--- src/rtl/fetch_ctrl.sv ---
// Instruction fetch controller: drives a one-cycle-latency instruction memory,
// tracks the single outstanding request and hands fetched words to a
// valid/ready consumer in program order.
//
// state  | meaning
// FETCH  | issuing one address per cycle, loading returned data into the output register
// STALL  | output was blocked; the dropped request is re-issued this cycle
// HALTED | fetch stopped; output register drains, only br_valid or reset leaves
module fetch_ctrl #(
  parameter logic [31:0] RESET_PC = 32'h0000_0000
) (
  input  logic        clk,
  input  logic        rst_n,
  output logic [31:0] imem_addr,
  input  logic [31:0] imem_data,
  input  logic        br_valid,
  input  logic [31:0] br_target,
  input  logic        halt,
  output logic        out_valid,
  input  logic        out_ready,
  output logic [31:0] out_instr,
  output logic [31:0] out_pc,
  output logic        halted
);

  typedef enum logic [1:0] {
    FETCH  = 2'd0,
    STALL  = 2'd1,
    HALTED = 2'd2
  } state_t;

  state_t      state_q;
  logic [31:0] pc_q;
  logic        inflight_v_q;
  logic [31:0] inflight_pc_q;
  logic        out_valid_q;
  logic [31:0] out_instr_q;
  logic [31:0] out_pc_q;
  logic        halted_q;

  logic        can_load;
  logic        xfer;

  // Output register may take new data when empty or being consumed this edge.
  assign can_load = !out_valid_q || out_ready;
  assign xfer     = out_valid_q && out_ready;

  assign imem_addr = pc_q;
  assign out_valid = out_valid_q;
  assign out_instr = out_instr_q;
  assign out_pc    = out_pc_q;
  assign halted    = halted_q;

  // Fetch FSM; priority is reset > redirect > halt > stall > normal fetch.
  always_ff @(posedge clk) begin
    if (!rst_n) begin
      state_q       <= FETCH;
      pc_q          <= RESET_PC;
      inflight_v_q  <= 1'b0;
      inflight_pc_q <= 32'h0;
      out_valid_q   <= 1'b0;
      out_instr_q   <= 32'h0;
      out_pc_q      <= 32'h0;
      halted_q      <= 1'b0;
    end else if (br_valid) begin
      // A transfer on this edge has already completed; everything younger is flushed.
      state_q      <= FETCH;
      pc_q         <= br_target;
      inflight_v_q <= 1'b0;
      out_valid_q  <= 1'b0;
      halted_q     <= 1'b0;
    end else if (halt) begin
      state_q      <= HALTED;
      halted_q     <= 1'b1;
      inflight_v_q <= 1'b0;
      if (xfer) begin
        out_valid_q <= 1'b0;
      end
    end else begin
      case (state_q)
        FETCH: begin
          if (inflight_v_q && !can_load) begin
            // Returned word has nowhere to go: drop it and rewind to re-fetch it.
            pc_q         <= inflight_pc_q;
            inflight_v_q <= 1'b0;
            state_q      <= STALL;
          end else begin
            if (inflight_v_q) begin
              out_instr_q <= imem_data;
              out_pc_q    <= inflight_pc_q;
              out_valid_q <= 1'b1;
            end else if (xfer) begin
              out_valid_q <= 1'b0;
            end
            inflight_pc_q <= pc_q;
            inflight_v_q  <= 1'b1;
            pc_q          <= pc_q + 32'd1;
          end
        end
        STALL: begin
          if (xfer) begin
            out_valid_q <= 1'b0;
          end
          inflight_pc_q <= pc_q;
          inflight_v_q  <= 1'b1;
          pc_q          <= pc_q + 32'd1;
          state_q       <= FETCH;
        end
        HALTED: begin
          if (xfer) begin
            out_valid_q <= 1'b0;
          end
        end
        default: begin
          state_q      <= FETCH;
          inflight_v_q <= 1'b0;
        end
      endcase
    end
  end

endmodule

--- config.mk ---
export PLATFORM = sky130hd
export DESIGN_NAME = fetch_ctrl
export DESIGN_NICKNAME = d
export VERILOG_FILES = /design/src/rtl/fetch_ctrl.sv
export SDC_FILE = /design/constraint.sdc
export NUM_CORES = 1
export LEC_CHECK = 0
export CORE_ASPECT_RATIO = 2
export CORE_UTILIZATION = 34
export CTS_BUF_LIST = sky130_fd_sc_hd__clkbuf_8 sky130_fd_sc_hd__clkbuf_16
export DETAILED_ROUTE_END_ITERATION = 7
export PLACE_DENSITY = 0.67
export SLEW_MARGIN = 20
export SYNTH_ARGS = -nofsm -noshare
export SYNTH_HDL_FRONTEND = slang
export SYNTH_SLANG_ARGS = --single-unit
--- constraint.sdc ---
create_clock -name clk -period 2 [get_ports clk]
set_clock_uncertainty 0.15 [all_clocks]
set_input_delay 0.4 -clock clk [delete_from_list [all_inputs] [get_ports clk]]
set_output_delay 0.4 -clock clk [all_outputs]
set_load 0.005 [all_outputs]
==> Word-level counts from Yosys, hierarchy flattened <==
Cells that the tools add are included.
{ "totals": {"wordCells": 57, "output_inout_bits": 98, "in_bits": 69, "regBits": 133} }
{ "op_classes": {"reduce_logical": 18, "n_eq_ne": 8, "bitwise_logic": 5, "addsub": 1, "n_mux": 16} }
{ "op_table": {"columns": ["op", "n"], "rows": [
  ["$mux W32", 4],
  ["$pmux W32 S2", 2],
  ["$add A32 B1 Y32 const B", 1],
  ["$ne A2 B2 Y1 const B", 4],
  ["$reduce_and A2 Y1", 4],
  ["$ne A3 B3 Y1 const B", 2],
  ["$reduce_bool A3 Y1", 2],
  ["$mux W1", 5],
  ["$not A1 Y1", 5],
  ["$reduce_and A5 Y1", 1],
  ["$mux W2", 2],
  ["$pmux W2 S2", 1],
  ["$reduce_and A4 Y1", 1],
  ["$reduce_or A2 Y1", 2],
  ["$pmux W1 S3", 1],
  ["$reduce_or A3 Y1", 1],
  ["$eq A2 B1 Y1 const B", 1],
  ["$eq A2 B2 Y1 const B", 1],
  ["$logic_and A1 B1 Y1", 2],
  ["$logic_not A1 Y1", 2],
  ["$logic_not A2 Y1", 1],
  ["$pmux W1 S2", 1],
  ["$reduce_bool A2 Y1", 1],
  ["$logic_or A1 B1 Y1", 1]
]} }

==> Longest topological paths before layout <==
{ "depth": {"word_depth": 8, "depth_mapped": 9, "mapped_depth_nobuf": 7} }

==> Least setup slack after synthesis <==
OpenSTA, ideal clock, no wires.
{ "synth_path": {"path_kind": "reg2reg", "from": "reg state_q[0]", "to": "reg out_pc_q[2] (netlist: out_pc[2])", "setup_slack_ns": 0.039, "path_buffers": 2, "setup_time_ns": 0.132, "t_arrival_ns": 1.679, "stages_incl_launch_ff": 9, "period_less_slack_ns": 1.961, "required_time_ns": 1.718, "cell_sequence": "dfxtp_1 > inv_1 > ha_1 > nand2_1 > or4_1 > clkbuf_1 > clkbuf_1 > nand2_1 > a21oi_1"} }
{ "synth_via": {"elab_chain_len": 2} }
{ "synth_lines": {"columns": ["item", "line_no", "rtl"], "rows": [
  ["from (decl)", "32", "state_t state_q;"],
  ["from (signal assigned)", "57", "state_q <= FETCH;"],
  ["from (signal assigned)", "67", "state_q <= FETCH;"],
  ["from (signal assigned)", "73", "state_q <= HALTED;"],
  ["$logic_not A2 Y1", "80", "case (state_q)"],
  ["$reduce_and A5 Y1 (no line)", null, null],
  ["to (signal assigned)", "90", "out_pc_q <= inflight_pc_q;"],
  ["to (decl)", "38", "logic [31:0] out_pc_q;"]
]} }
No other way between the ends.
A chain may end at the register's enable or synchronous reset.

==> Worst setup path in the final report <==
{ "layout_path": {"from": "reg pc_q[30] (netlist: imem_addr[30])", "to": "out imem_addr[30]"} }
{ "layout_rtl": {"columns": ["item", "line_no", "rtl"], "rows": [
  ["from (decl)", "33", "logic [31:0] pc_q;"],
  ["from (signal assigned)", "68", "pc_q <= br_target;"],
  ["from (signal assigned)", "84", "pc_q <= inflight_pc_q;"],
  ["from (signal assigned)", "97", "pc_q <= pc_q + 32'd1;"],
  ["to (decl)", "14", "output logic [31:0] imem_addr,"]
]} }
No word-level cell between the ends.

==> results.txt <==
# IOs - 167
#FFs+latches synth - 133
Slowest-stage cell, CP - clkdlybuf4s50_1
Final core occ - 54.6%
Routed vias - 6473
Crit-path cells - clkdlybuf4s50_1
Synth Cell Area - 0.00596 mm2
Final setup viols - 0
Yosys warning total - 0
Worst Hold Class - in2reg
Post-Syn Instances - 764
Cell family with most CP delay - buffers and inverters
Syn Area/Cell - 7.80 um2
Relative slew slack - 66.0%
R2r startpoint - imem_addr[11]
Final hold vios - 0
Clk_lat worst skew - 0.42 ns
Filler cells - 1603
Critical path capture point type - primary output
CP Max Fanout - 5
RSZ-0062 raised after global routing - true
CTS clk-pin slew, worst paths - 0.06 ns
GRT Util Overall - 23.8%
Layout Nets - 1063
Via density per instance - 5.34
Hold-fix buffers, CTS - 0
Estimated wirelength of the detail-placed design - 15.1 mm
HP Start - rst_n
Final min period - 1.98 ns
Arr. time, crit path - 1.43 ns
Tcrit/Tclk final - 99.1%
Busiest grt layer - met2
Final Wtd Congestion - 0.896
IO Port Bufs - 166
Worst setup path start - imem_addr[30]
# rows - 68
Largest net degree at the start of global routing - 77
Most common cell after layout, fill and taps aside - nand2_1
CP startpoint kind - register
Clk sinks - 133
Peak supply drop - 503 uV
WHS - 0.168 ns
DR pass1 iterations - 5
Initial antenna violation count - 0
Total gr overflow - 0
Root Buffer - clkbuf_16
Slew Viols, Final - 0
Die W - 95.6 um
Initial DRC count - 351
Chip height - 189 um
Inserted Clock Buffers - 17
ANT nets after route - 0
Starting Density - 34.7%
Max Freq - 505 MHz
Area Overhead vs Synth - 57.3%
Commonest non-fill, non-tap cells in the layout - nand2_1, clkdlybuf4s50_1, dfxtp_1
Post-synth EDFFs - 0
Met1 Usage GRT - 23.8%
Worst slew pin tran - 0.497 ns
Syn_nets - 837
CTS max path bufs - 2
Residual DRC - 0
Die area - 0.0181 mm2
CTS tree - built
P per Cell Area - 750 mW/mm2
H-tree Lvls - 4
CP peak stage delay - 0.57 ns
Netlist cell types - 57
Static Leakage - 3.44 nW
Global-route wire length before repair - 32.3 mm
Number of global-route vias before repair - 6250
Met2 GRT Util - 44.2%
Ys flop type - dfxtp_1
N_diodes - 0
Async S/R FF share, synth - 0%
Routed len/inst - 17.5 um
Share of cells above drive strength 1 - 17.8%
Crit path kind - reg2out
Max cap viols - 0
Sequential-to-total area share from yosys stat - 44.7%
Critical path buffer and inverter count - 1
CP required - 1.45 ns
Outcome - finished, final reports clean
Core area - 0.0172 mm2
Met3 usage - 3.69%
Routed wire length - 21.3 mm
[worst register-to-register path, cell delays in order (launching register included)]
cell     delay (ns)
dfxtp_2        0.36
nand4_4        0.13
nor4_4         0.51
buf_4          0.24
nand4_1        0.12
xor2_1         0.21
o22ai_1        0.12
[per-stage QoR]
step | instances | power [mW] | setup TNS [ns] | setup WS [ns] | cell area, um2
2_1_floorplan | 764 | 3.15 | 0 | 0.0386 | 5960
3_3_place_gp | 1176 | 3.63 | -45.34 | -0.425 | 8490
3_5_place_dp | 1176 | 3.63 | -47.69 | -0.457 | 8490
4_1_cts | 1208 | 7.05 | -0.0537 | -0.0537 | 9220
5_1_grt | 1212 | 7.27 | -0.0893 | -0.0433 | 9380
6_report | 1212 | 7.03 | 0 | 0.0186 | 9380
[synth_stat cells, types with 3 or more instances]
master / count / share of area, %
a221oi_1: 7 / 1.0
o22ai_1: 14 / 1.5
o211ai_1: 6 / 0.76
inv_1: 11 / 0.69
o221ai_1: 7 / 1.0
o31ai_1: 3 / 0.38
o21ai_0: 24 / 2.0
nor2_1: 35 / 2.2
nand2_1: 228 / 14
nor4_1: 4 / 0.42
xnor2_1: 5 / 0.73
nand3_1: 19 / 1.6
and3_1: 4 / 0.42
buf_2: 11 / 0.92
clkbuf_1: 41 / 2.6
a21boi_0: 28 / 3.5
nand4b_1: 3 / 0.44
ha_1: 4 / 0.84
mux2i_1: 5 / 0.84
a21oi_1: 87 / 7.3
a2111oi_0: 3 / 0.44
nand4_1: 17 / 1.8
nor3_1: 6 / 0.50
xor2_1: 11 / 1.6
a22oi_1: 5 / 0.63
dfxtp_1: 133 / 45
a31oi_1: 5 / 0.52
[power breakdown]
group | switching [mW] | leakage, nW | internal (mW)
combinational | 0.376 | 2.04 | 0.432
clock | 1.21 | 0.310 | 2.20
sequential | 0.0843 | 1.09 | 2.73
total | 1.67 | 3.44 | 5.36
[sequential cells by signal, summed over array words and instances, names as in the netlist]
name           flops
imem_addr         32
inflight_pc_q     32
out_instr         32
out_pc            32
state_q            2
halted             1
inflight_v_q       1
out_valid          1
[per-layer routing]
layer / vias to the layer above / wire length, um / part of all wire, %
met5: - / 0 / 0
li1: 3122 / - / -
met1: 3020 / 7620 / 36
met3: 69 / 958 / 4.5
met4: 0 / 1110 / 5.2
met2: 262 / 11600 / 54
[worst paths after layout]
check,endpoint,slack (ns),depth (start not counted)
min reg2reg,out_instr[17],0.30,2
min,inflight_pc_q[19],0.17,2
max reg2reg,imem_addr[25],0.03,6
max,imem_addr[30],0.02,1
[kinds of logic (layout without fill, tap and decap cells)]
family,after synthesis,in the layout,synth area share [%]
xor gates and xnor gates,16,16,2.35
adders and majority gates,4,4,0.840
buffers and inverters,67,305,4.62
muxes,5,5,0.840
DFF,133,133,44.7
AOI/OAI and AO/OA,204,204,21.4
and+or+nand+nor,335,335,25.2
[cell type report]
class                      count  area, um2  share of cell area [%]
clock buffer                  17        425                    4.54
clock inverter                14        210                    2.24
timing repair buffer         262       2600                    27.8
tap                          210        263                    2.80
multi-input combinational    564       3130                    33.4
inverter                      12       45.0                   0.480
sequential                   133       2700                    28.8
[repair_timing]
item / in CTS / in global routing
setup endpoints to repair: 125 / 92
pin swaps: 2 / 5
endpoints found under the hold margin: 0 / 0
gates resized for setup: 32 / 38
cloned: 1 / 1
buffers inserted: 0 / 3
(Power assumes the default switching activity.)
